File: config.mk
export PLATFORM = sky130hd
export DESIGN_NAME = sram_rw0_ctrl
export DESIGN_NICKNAME = d
export VERILOG_FILES = /design/src/rtl/sram_ctrl_pkg.sv /design/src/rtl/sram_resp_fifo.sv /design/src/rtl/sram_rw0_ctrl.sv
export SDC_FILE = /design/constraint.sdc
export NUM_CORES = 1
export LEC_CHECK = 0
export ABC_CLOCK_PERIOD_IN_PS = 5700
export BUFFER_PORTS_ARGS = -buffer_cell sky130_fd_sc_hd__buf_4
export CORE_MARGIN = 3
export CORE_UTILIZATION = 46
export CTS_CLUSTER_SIZE = 16
export DETAILED_ROUTE_END_ITERATION = 7
export GPL_ROUTABILITY_DRIVEN = 1
export PLACE_DENSITY = 0.77
export SYNTH_ARGS = -nofsm -noshare
export SYNTH_HDL_FRONTEND = slang
export SYNTH_SLANG_ARGS = --single-unit
export TNS_END_PERCENT = 30
File: constraint.sdc
create_clock -name clock -period 5.7 [get_ports clock]
set_input_delay 0 -clock clock [delete_from_list [all_inputs] [get_ports clock]]
set_output_delay 0 -clock clock [all_outputs]
set_load 0.005 [all_outputs]
File: src/rtl/sram_ctrl_pkg.sv
// Shared types and default geometry for the RW0 SRAM requester controller.
package sram_ctrl_pkg;

  localparam int ADDR_W_DEF     = 8;
  localparam int DATA_W_DEF     = 72;
  localparam int DEPTH_DEF      = 256;
  localparam int RESP_DEPTH_DEF = 3;

  typedef enum logic [0:0] {
    ST_INIT = 1'b0,
    ST_RUN  = 1'b1
  } state_e;

endpackage

File: src/rtl/sram_resp_fifo.sv
// Read-response FIFO: small register array with simultaneous push/pop.
module sram_resp_fifo
  import sram_ctrl_pkg::*;
#(
  parameter int DATA_W     = DATA_W_DEF,
  parameter int RESP_DEPTH = RESP_DEPTH_DEF,
  localparam int CNT_W     = $clog2(RESP_DEPTH + 1),
  localparam int PTR_W     = (RESP_DEPTH > 1) ? $clog2(RESP_DEPTH) : 1
) (
  input  logic              clock,
  input  logic              reset_n,
  input  logic              push,
  input  logic [DATA_W-1:0] push_data,
  input  logic              pop,
  output logic [DATA_W-1:0] pop_data,
  output logic [CNT_W-1:0]  count,
  output logic              empty
);

  logic [DATA_W-1:0] mem_q [RESP_DEPTH];
  logic [DATA_W-1:0] mem_d [RESP_DEPTH];
  logic [PTR_W-1:0]  wr_ptr_q, wr_ptr_d;
  logic [PTR_W-1:0]  rd_ptr_q, rd_ptr_d;
  logic [CNT_W-1:0]  count_q, count_d;
  logic              pop_do;

  function automatic logic [PTR_W-1:0] ptr_inc(input logic [PTR_W-1:0] p);
    if (p == PTR_W'(RESP_DEPTH - 1)) return '0;
    return p + PTR_W'(1);
  endfunction

  always_comb begin
    pop_do   = pop && (count_q != '0);
    mem_d    = mem_q;
    wr_ptr_d = wr_ptr_q;
    rd_ptr_d = rd_ptr_q;
    count_d  = count_q;
    if (push) begin
      mem_d[wr_ptr_q] = push_data;
      wr_ptr_d        = ptr_inc(wr_ptr_q);
    end
    if (pop_do) rd_ptr_d = ptr_inc(rd_ptr_q);
    case ({push, pop_do})
      2'b10:   count_d = count_q + CNT_W'(1);
      2'b01:   count_d = count_q - CNT_W'(1);
      default: count_d = count_q;
    endcase
  end

  always_ff @(posedge clock or negedge reset_n) begin
    if (!reset_n) begin
      wr_ptr_q <= '0;
      rd_ptr_q <= '0;
      count_q  <= '0;
    end else begin
      wr_ptr_q <= wr_ptr_d;
      rd_ptr_q <= rd_ptr_d;
      count_q  <= count_d;
    end
  end

  // Storage is datapath only; validity is tracked by count_q.
  always_ff @(posedge clock) begin
    mem_q <= mem_d;
  end

  assign pop_data = mem_q[rd_ptr_q];
  assign count    = count_q;
  assign empty    = (count_q == '0);

endmodule

File: src/rtl/sram_rw0_ctrl.sv
// Requester-side controller for a single-port RW0 SRAM: zero-fill after reset,
// valid/ready request channel, credit-gated reads into a response FIFO.
module sram_rw0_ctrl
  import sram_ctrl_pkg::*;
#(
  parameter int ADDR_W        = ADDR_W_DEF,
  parameter int DATA_W        = DATA_W_DEF,
  parameter int DEPTH         = DEPTH_DEF,
  parameter int RESP_DEPTH    = RESP_DEPTH_DEF,
  parameter int INIT_ON_RESET = 1
) (
  input  logic              clock,
  input  logic              reset_n,
  input  logic              req_valid,
  output logic              req_ready,
  input  logic              req_wen,
  input  logic [ADDR_W-1:0] req_addr,
  input  logic [DATA_W-1:0] req_wdata,
  output logic              resp_valid,
  input  logic              resp_ready,
  output logic [DATA_W-1:0] resp_rdata,
  output logic              init_done,
  output logic [ADDR_W-1:0] RW0_addr,
  output logic              RW0_en,
  output logic              RW0_wmode,
  output logic [DATA_W-1:0] RW0_wdata,
  input  logic [DATA_W-1:0] RW0_rdata
);

  localparam int     CNT_W       = $clog2(RESP_DEPTH + 1);
  localparam state_e RESET_STATE = (INIT_ON_RESET != 0) ? ST_INIT : ST_RUN;

  state_e            state_q, state_d;
  logic [ADDR_W-1:0] init_cnt_q, init_cnt_d;
  logic              inflight_q, inflight_d;

  logic              run;
  logic              credit_ok;
  logic              req_fire;
  logic              rd_fire;
  logic [CNT_W-1:0]  fifo_count;
  logic              fifo_empty;

  // Outputs are qualified with reset_n so the macro and the request side stay
  // idle while reset is held, whichever state the FSM resets into.
  always_comb begin
    run       = reset_n && (state_q == ST_RUN);
    credit_ok = ({1'b0, fifo_count} + (CNT_W + 1)'(inflight_q)) < (CNT_W + 1)'(RESP_DEPTH);
    req_ready = run && (req_wen || credit_ok);
    req_fire  = req_valid && req_ready;
    rd_fire   = req_fire && !req_wen;
    init_done = run;

    RW0_en    = 1'b0;
    RW0_wmode = 1'b0;
    RW0_addr  = '0;
    RW0_wdata = '0;
    if (reset_n && (state_q == ST_INIT)) begin
      RW0_en    = 1'b1;
      RW0_wmode = 1'b1;
      RW0_addr  = init_cnt_q;
    end else if (run) begin
      RW0_en    = req_fire;
      RW0_wmode = req_wen;
      RW0_addr  = req_addr;
      RW0_wdata = req_wdata;
    end
  end

  always_comb begin
    state_d    = state_q;
    init_cnt_d = init_cnt_q;
    inflight_d = rd_fire;
    if (state_q == ST_INIT) begin
      if (init_cnt_q == ADDR_W'(DEPTH - 1)) begin
        state_d    = ST_RUN;
        init_cnt_d = '0;
      end else begin
        init_cnt_d = init_cnt_q + ADDR_W'(1);
      end
    end
  end

  always_ff @(posedge clock or negedge reset_n) begin
    if (!reset_n) begin
      state_q    <= RESET_STATE;
      init_cnt_q <= '0;
      inflight_q <= 1'b0;
    end else begin
      state_q    <= state_d;
      init_cnt_q <= init_cnt_d;
      inflight_q <= inflight_d;
    end
  end

  // Read data is only valid the cycle after the read; capture it then, the
  // credit check at accept time guarantees a free slot.
  sram_resp_fifo #(
    .DATA_W     (DATA_W),
    .RESP_DEPTH (RESP_DEPTH)
  ) u_resp_fifo (
    .clock     (clock),
    .reset_n   (reset_n),
    .push      (inflight_q),
    .push_data (RW0_rdata),
    .pop       (resp_ready),
    .pop_data  (resp_rdata),
    .count     (fifo_count),
    .empty     (fifo_empty)
  );

  assign resp_valid = !fifo_empty;

endmodule

=== Word level (Yosys, flattened, before mapping) ===
Cells that the tools add are included.
Widths: inputs -> output; s select.

* Input bits: 157
* Word-level logic and storage cells: 66
* Flip-flop bits (word level): 232
* Output and inout bits: 157

* Bitwise operators: 3
* $add $sub $neg: 6
* Reductions and logical operators: 13
* Multiplexer cells: 26
* Order comparisons: 4
* Equality and inequality tests: 5

{| class="wikitable"
|+ Operators by type and width
! cell !! number
|-
| $mux 72 || 5
|-
| $bwmux 216 || 1
|-
| $bmux 72 s2 || 1
|-
| $demux 72 s2 || 1
|-
| $mux 8 || 3
|-
| $mux 1 || 10
|-
| $add 8x1->8 const B || 1
|-
| $eq 8x8->1 const B || 1
|-
| $mux 2 || 4
|-
| $logic_and 1x1->1 || 7
|-
| $add 2x1->2 const B || 3
|-
| $eq 2x2->1 const B || 3
|-
| $ge 3x3->1 const B || 2
|-
| $not 2->3 || 2
|-
| $pmux 2 s2 || 1
|-
| $reduce_bool 2->1 || 2
|-
| $add 2x1->3 || 1
|-
| $lt 3x1->1 const B || 1
|-
| $lt 3x2->1 const B || 1
|-
| $eq 2x1->1 const B || 1
|-
| $logic_not 1->1 || 2
|-
| $logic_not 2->1 || 1
|-
| $sub 2x1->2 const B || 1
|-
| $logic_or 1x1->1 || 1
|-
| $not 1->1 || 1
|}

=== Longest topological paths before layout ===
* Word-level depth: 7
* Mapped depth: 6
* Depth with buffers taken out: 6

=== Cells and area by module ===
A second synthesis with hierarchy kept.

* Cell total of the unflattened synthesis: 638
* Area total of the unflattened synthesis: 9525.4 um2

{| class="wikitable"
|+ Modules (own cells, without submodules)
! module !! times used !! cells an instance !! area each (um2)
|-
| sram_resp_fifo || 1 || 481 || 8360.5
|-
| sram_rw0_ctrl || 1 || 157 || 1164.9
|}

=== Worst setup path after synthesis ===
No wires, ideal clock.

* Kind: register to register
* Start point: register inflight_q
* End point: register u_resp_fifo.mem_q[0] (netlist bit) (enable)
* Period minus slack after synthesis: 6.293 ns
* Arrival: 5.687 ns
* Stages on the path, launching flop included: 3
* Path slack: -0.593 ns
* Setup time: 0.605 ns
* Cell sequence: dfrtp_1 inv_1 nor3b_1

{| class="wikitable"
|+ RTL lines
! element !! RTL line !! RTL
|-
| from (decl) || sram_rw0_ctrl.sv:35 || <nowiki>logic inflight_q, inflight_d;</nowiki>
|-
| from (signal assigned) || sram_rw0_ctrl.sv:92 || <nowiki>inflight_q <= inflight_d;</nowiki>
|-
| to (signal assigned) || sram_resp_fifo.sv:64 || <nowiki>mem_q <= mem_d;</nowiki>
|-
| to (decl) || sram_resp_fifo.sv:20 || <nowiki>logic [DATA_W-1:0] mem_q [RESP_DEPTH];</nowiki>
|}

No word-level cell between the ends.

=== Final worst setup path ===
* Start point: register u_resp_fifo.rd_ptr_q[1]
* End point: output port resp_rdata[49]

* Cells in the longest elaborated chain, start to end: 4

{| class="wikitable"
|+ RTL lines
! element !! RTL line !! RTL
|-
| from (decl) || sram_resp_fifo.sv:23 || <nowiki>logic [PTR_W-1:0] rd_ptr_q, rd_ptr_d;</nowiki>
|-
| from (signal assigned) || sram_resp_fifo.sv:57 || <nowiki>rd_ptr_q <= rd_ptr_d;</nowiki>
|-
| $not 2->3 (not written as such) || sram_resp_fifo.sv:67 || <nowiki>assign pop_data = mem_q[rd_ptr_q];</nowiki>
|-
| $bmux 72 s2 || sram_resp_fifo.sv:67 ||
|-
| $mux 72 (not written as such) (2 in series) || sram_resp_fifo.sv:67 ||
|-
| to (decl) || sram_rw0_ctrl.sv:21 || <nowiki>output logic [DATA_W-1:0] resp_rdata,</nowiki>
|}

No other way between the ends. The select of a mux whose other input is x is not followed.

==> results.md <==
* F_max at ~0.36 GHz
* Arrival time worst endpoint at 2790 ps
* CP top delay family: simple AND/OR/NAND/NOR gates
* Ports at between 300 and 400
* CP Capture Type: output pin
* Stages on the worst setup path at 5
* Placement row count at just over 50
* Die X at 149 um
* CP max FO at 38
* Skew-Pair Late Insertion Delay at 500 ps
* I/O Buffers at around 310
* Nets at between 1000 and 1500
* CP Cell Sequence: nor2b_4 > buf_4 > nand2_1 > o21ai_1 > buf_4
* Int Pwr at ~0.0034 W
* Sequential power share at approximately 41%
* Mapped Nets at 797
* Max Cap Viol at 0
* Die Y-Extent at 149 um
* Initial Utilization at 47.6%
* Period utilisation layout at between 40% and 50%
* Switching Share at a little over a quarter
* CTS H-tree lvls at 1
* Logic pwr share at 27.2%
* Crit-path slowest cell: nor2b_4
* Post-Route Setup TNS at 0 ps
* Layout area overhead at 43.6%
* DP Area at around 12000 sq um
* Post-Syn Instances at 636
* Final Hold Fails at 0
* Post-Syn Area at 9410 sq um
* Fillers at around 1400
* Setup WS post-layout at between 2000 and 3000 ps
* Yosys cell types at 36
* Drt total wl at around 24000 um
* Sequential area share after synthesis at 73.2%
* Largest net degree at the start of global routing at 91
* Resized cells post-CTS at 0
* Leak pwr at ~5.5 nW
* Most common cell after layout, fill and taps aside: buf_4
* DP HPWL at 15300 um
* Pins Over Slew Limit at 0
* Pwr/cell area at around 350 nW/um^2
* First-pass GRT wire length at 36400 um
* Setup Viol. Count Final at 0
* Initial antenna violation count at 1
* GP Congestion at 0.865
* Drt drc at 0
* Layout cell share with drive strength beyond 1 at 35.8%
* Relative max-transition margin at between 10% and 20%
* Layout Cell Area excl Fill at ~14000 sq um
* Clock Power Share at ~32%
* Hold Crit Class: in -> async
* Die Footprint at 22200 sq um
* Routed WL per cell at 18.7 um
* Share of the synthesized area in the top cell type at 68.9%
* Most frequent cells in the layout: buf_4 (320), edfxtp_1 (216), mux2i_1 (80)
* Gr usage total at between 20% and 30%
* Worst VDD drop at 0.296 mV
* Worst path required time at 5700 ps
* Outcome: completed
* Longest Clk Path Bufs at 3
* Critical path buffers and inverters at 2
* DRT antenna net count at 0
* DRT Pass-1 Iters at 5
* Crit-path most repeated cell: buf_4
* CTS root buf: clkbuf_16
* TritonCTS clock tree: done
* Min cycle time layout at about 2800 ps
* Synth warn at 0
* DR vias at about 6500
* Clock transition at path regs at approximately 60 ps
* Vias per cell at 5.02
* Dpl ws at 3350 ps
* Fin Clk Skew at a little over 9 ps
* Vias in the first global route at ~6600
* Cts bufs inserted at 24
* DR iter-0 viols at about 380
* CP peak stage delay at between 700 and 800 ps
* Clock sinks at between 200 and 250
* RSZ-0062 raised after global routing: false
* Yosys reg bits at 232
* Total gr overflow at 0
* Top cell type by total area after synthesis: edfxtp_1
* Synth top area cells: edfxtp_1 (69%), mux2i_1 (8.5%), and3_1 (4.8%)
* Measured slew at the worst slew-check pin at 1220 ps
* Switch Pwr at 0.00126 W
* CORE AREA at approximately 20000 sq um
* Mapped Avg Cell Area at approximately 15 sq um
* Worst reg-to-reg path cell count at 4
* Kind of critical path: reg -> out
* Critical path launch point type: flip-flop
-- repair_timing --
item	in CTS	in global routing
buffers inserted	0	0
endpoints found under the setup margin	0	0
hold buffers	76	0
endpoints found under the hold margin	235	0
-- cell families after synthesis --
group | synth area share, %
AO/OA/AOI/OAI | 4.79
XOR/XNOR | 0.745
adder cells (fa/ha/maj) | 0.532
buffers and inverters | 2.50
flip-flops | 73.2
multiplexers | 8.75
AND/OR/NAND/NOR | 9.52
-- final cells by class --
cell class,instances,area (sq um),area share (%)
Antenna cell,1,2.50,0.0185
Sequential cell,232,6890,51.0
Clock inverter,8,68.8,0.509
Timing Repair Buffer,396,3160,23.4
Tap cell,265,332,2.45
Inverter,6,22.5,0.167
Multi-Input combinational cell,356,2320,17.2
Clock buffer,34,709,5.25
-- power by group through the flow --
stage	Sequential, W	Combinational (W)	Clock [W]
5_1_grt	0.00191	0.00138	0.00161
2_1_floorplan	0.00192	0.000640	0
3_3_place_gp	0.00195	0.00122	0
6_report	0.00191	0.00128	0.00151
4_1_cts	0.00191	0.00128	0.00154
3_5_place_dp	0.00195	0.00123	0
-- registers in the layout, indices dropped and copies added, names as in the netlist --
signal and cells:
u_resp_fifo.mem_q 216, init_cnt_q 8, u_resp_fifo.count 2, u_resp_fifo.rd_ptr_q 2, u_resp_fifo.wr_ptr_q 2, inflight_q 1, state_q 1
-- path summary, 6_finish.rpt --
kind,startpoint,slack (ps),end
min in group clock,RW0_rdata[51],230,u_resp_fifo.mem_q[123]
max in group asynchronous,reset_n,5030,u_resp_fifo.rd_ptr_q[1]
max,u_resp_fifo.rd_ptr_q[1],2910,resp_rdata[49]
min reg2reg,init_cnt_q[6],500,init_cnt_q[6]
min,reset_n,130,u_resp_fifo.count[0]
max reg2reg,state_q,3320,inflight_q
-- synth_stat cells, drive strengths merged --
library cell / count
edfxtp: 216
mux2i: 80
o21ai: 76
nand2: 74
and3: 72
buf: 21
clkbuf: 21
dfrtp: 16
nor2: 16
inv: 5
xor2: 5
a21oi: 4
ha: 4
a21o: 3
nor3: 3
xnor2: 3
mux2: 2
or3: 2
a31o: 1
and2: 1
clkinv: 1
nand2b: 1
nand3: 1
nand3b: 1
nand4: 1
nand4b: 1
nor2b: 1
nor3b: 1
o211ai: 1
o21a: 1
or2: 1
-- metal layers --
| metal | track usage, % | up-vias | part of all wire, % | wire [um] |
|---|---|---|---|---|
| li1 | - | 3127 | - | - |
| met1 | 27.7 | 3096 | 41 | 9860 |
| met2 | 35.8 | 245 | 51 | 12500 |
| met3 | 3.34 | 43 | 5.6 | 1370 |
| met4 | 6.13 | 0 | 2.6 | 631 |
| met5 | 0 | - | 0 | 0 |
-- through the flow --
stage / instances / power (W) / hold WS [ps] / utilization [%]
4_1_cts: 1297 / 0.00473 / 95.3 / 68.3
2_1_floorplan: 636 / 0.00256 / -296 / -
3_5_place_dp: 1179 / 0.00318 / 95.5 / 60.5
6_report: 1298 / 0.00470 / 127 / 68.3
3_3_place_gp: 1179 / 0.00316 / 91.6 / 60.5
5_1_grt: 1298 / 0.00490 / 177 / 68.3
(Power assumes the default switching activity.)
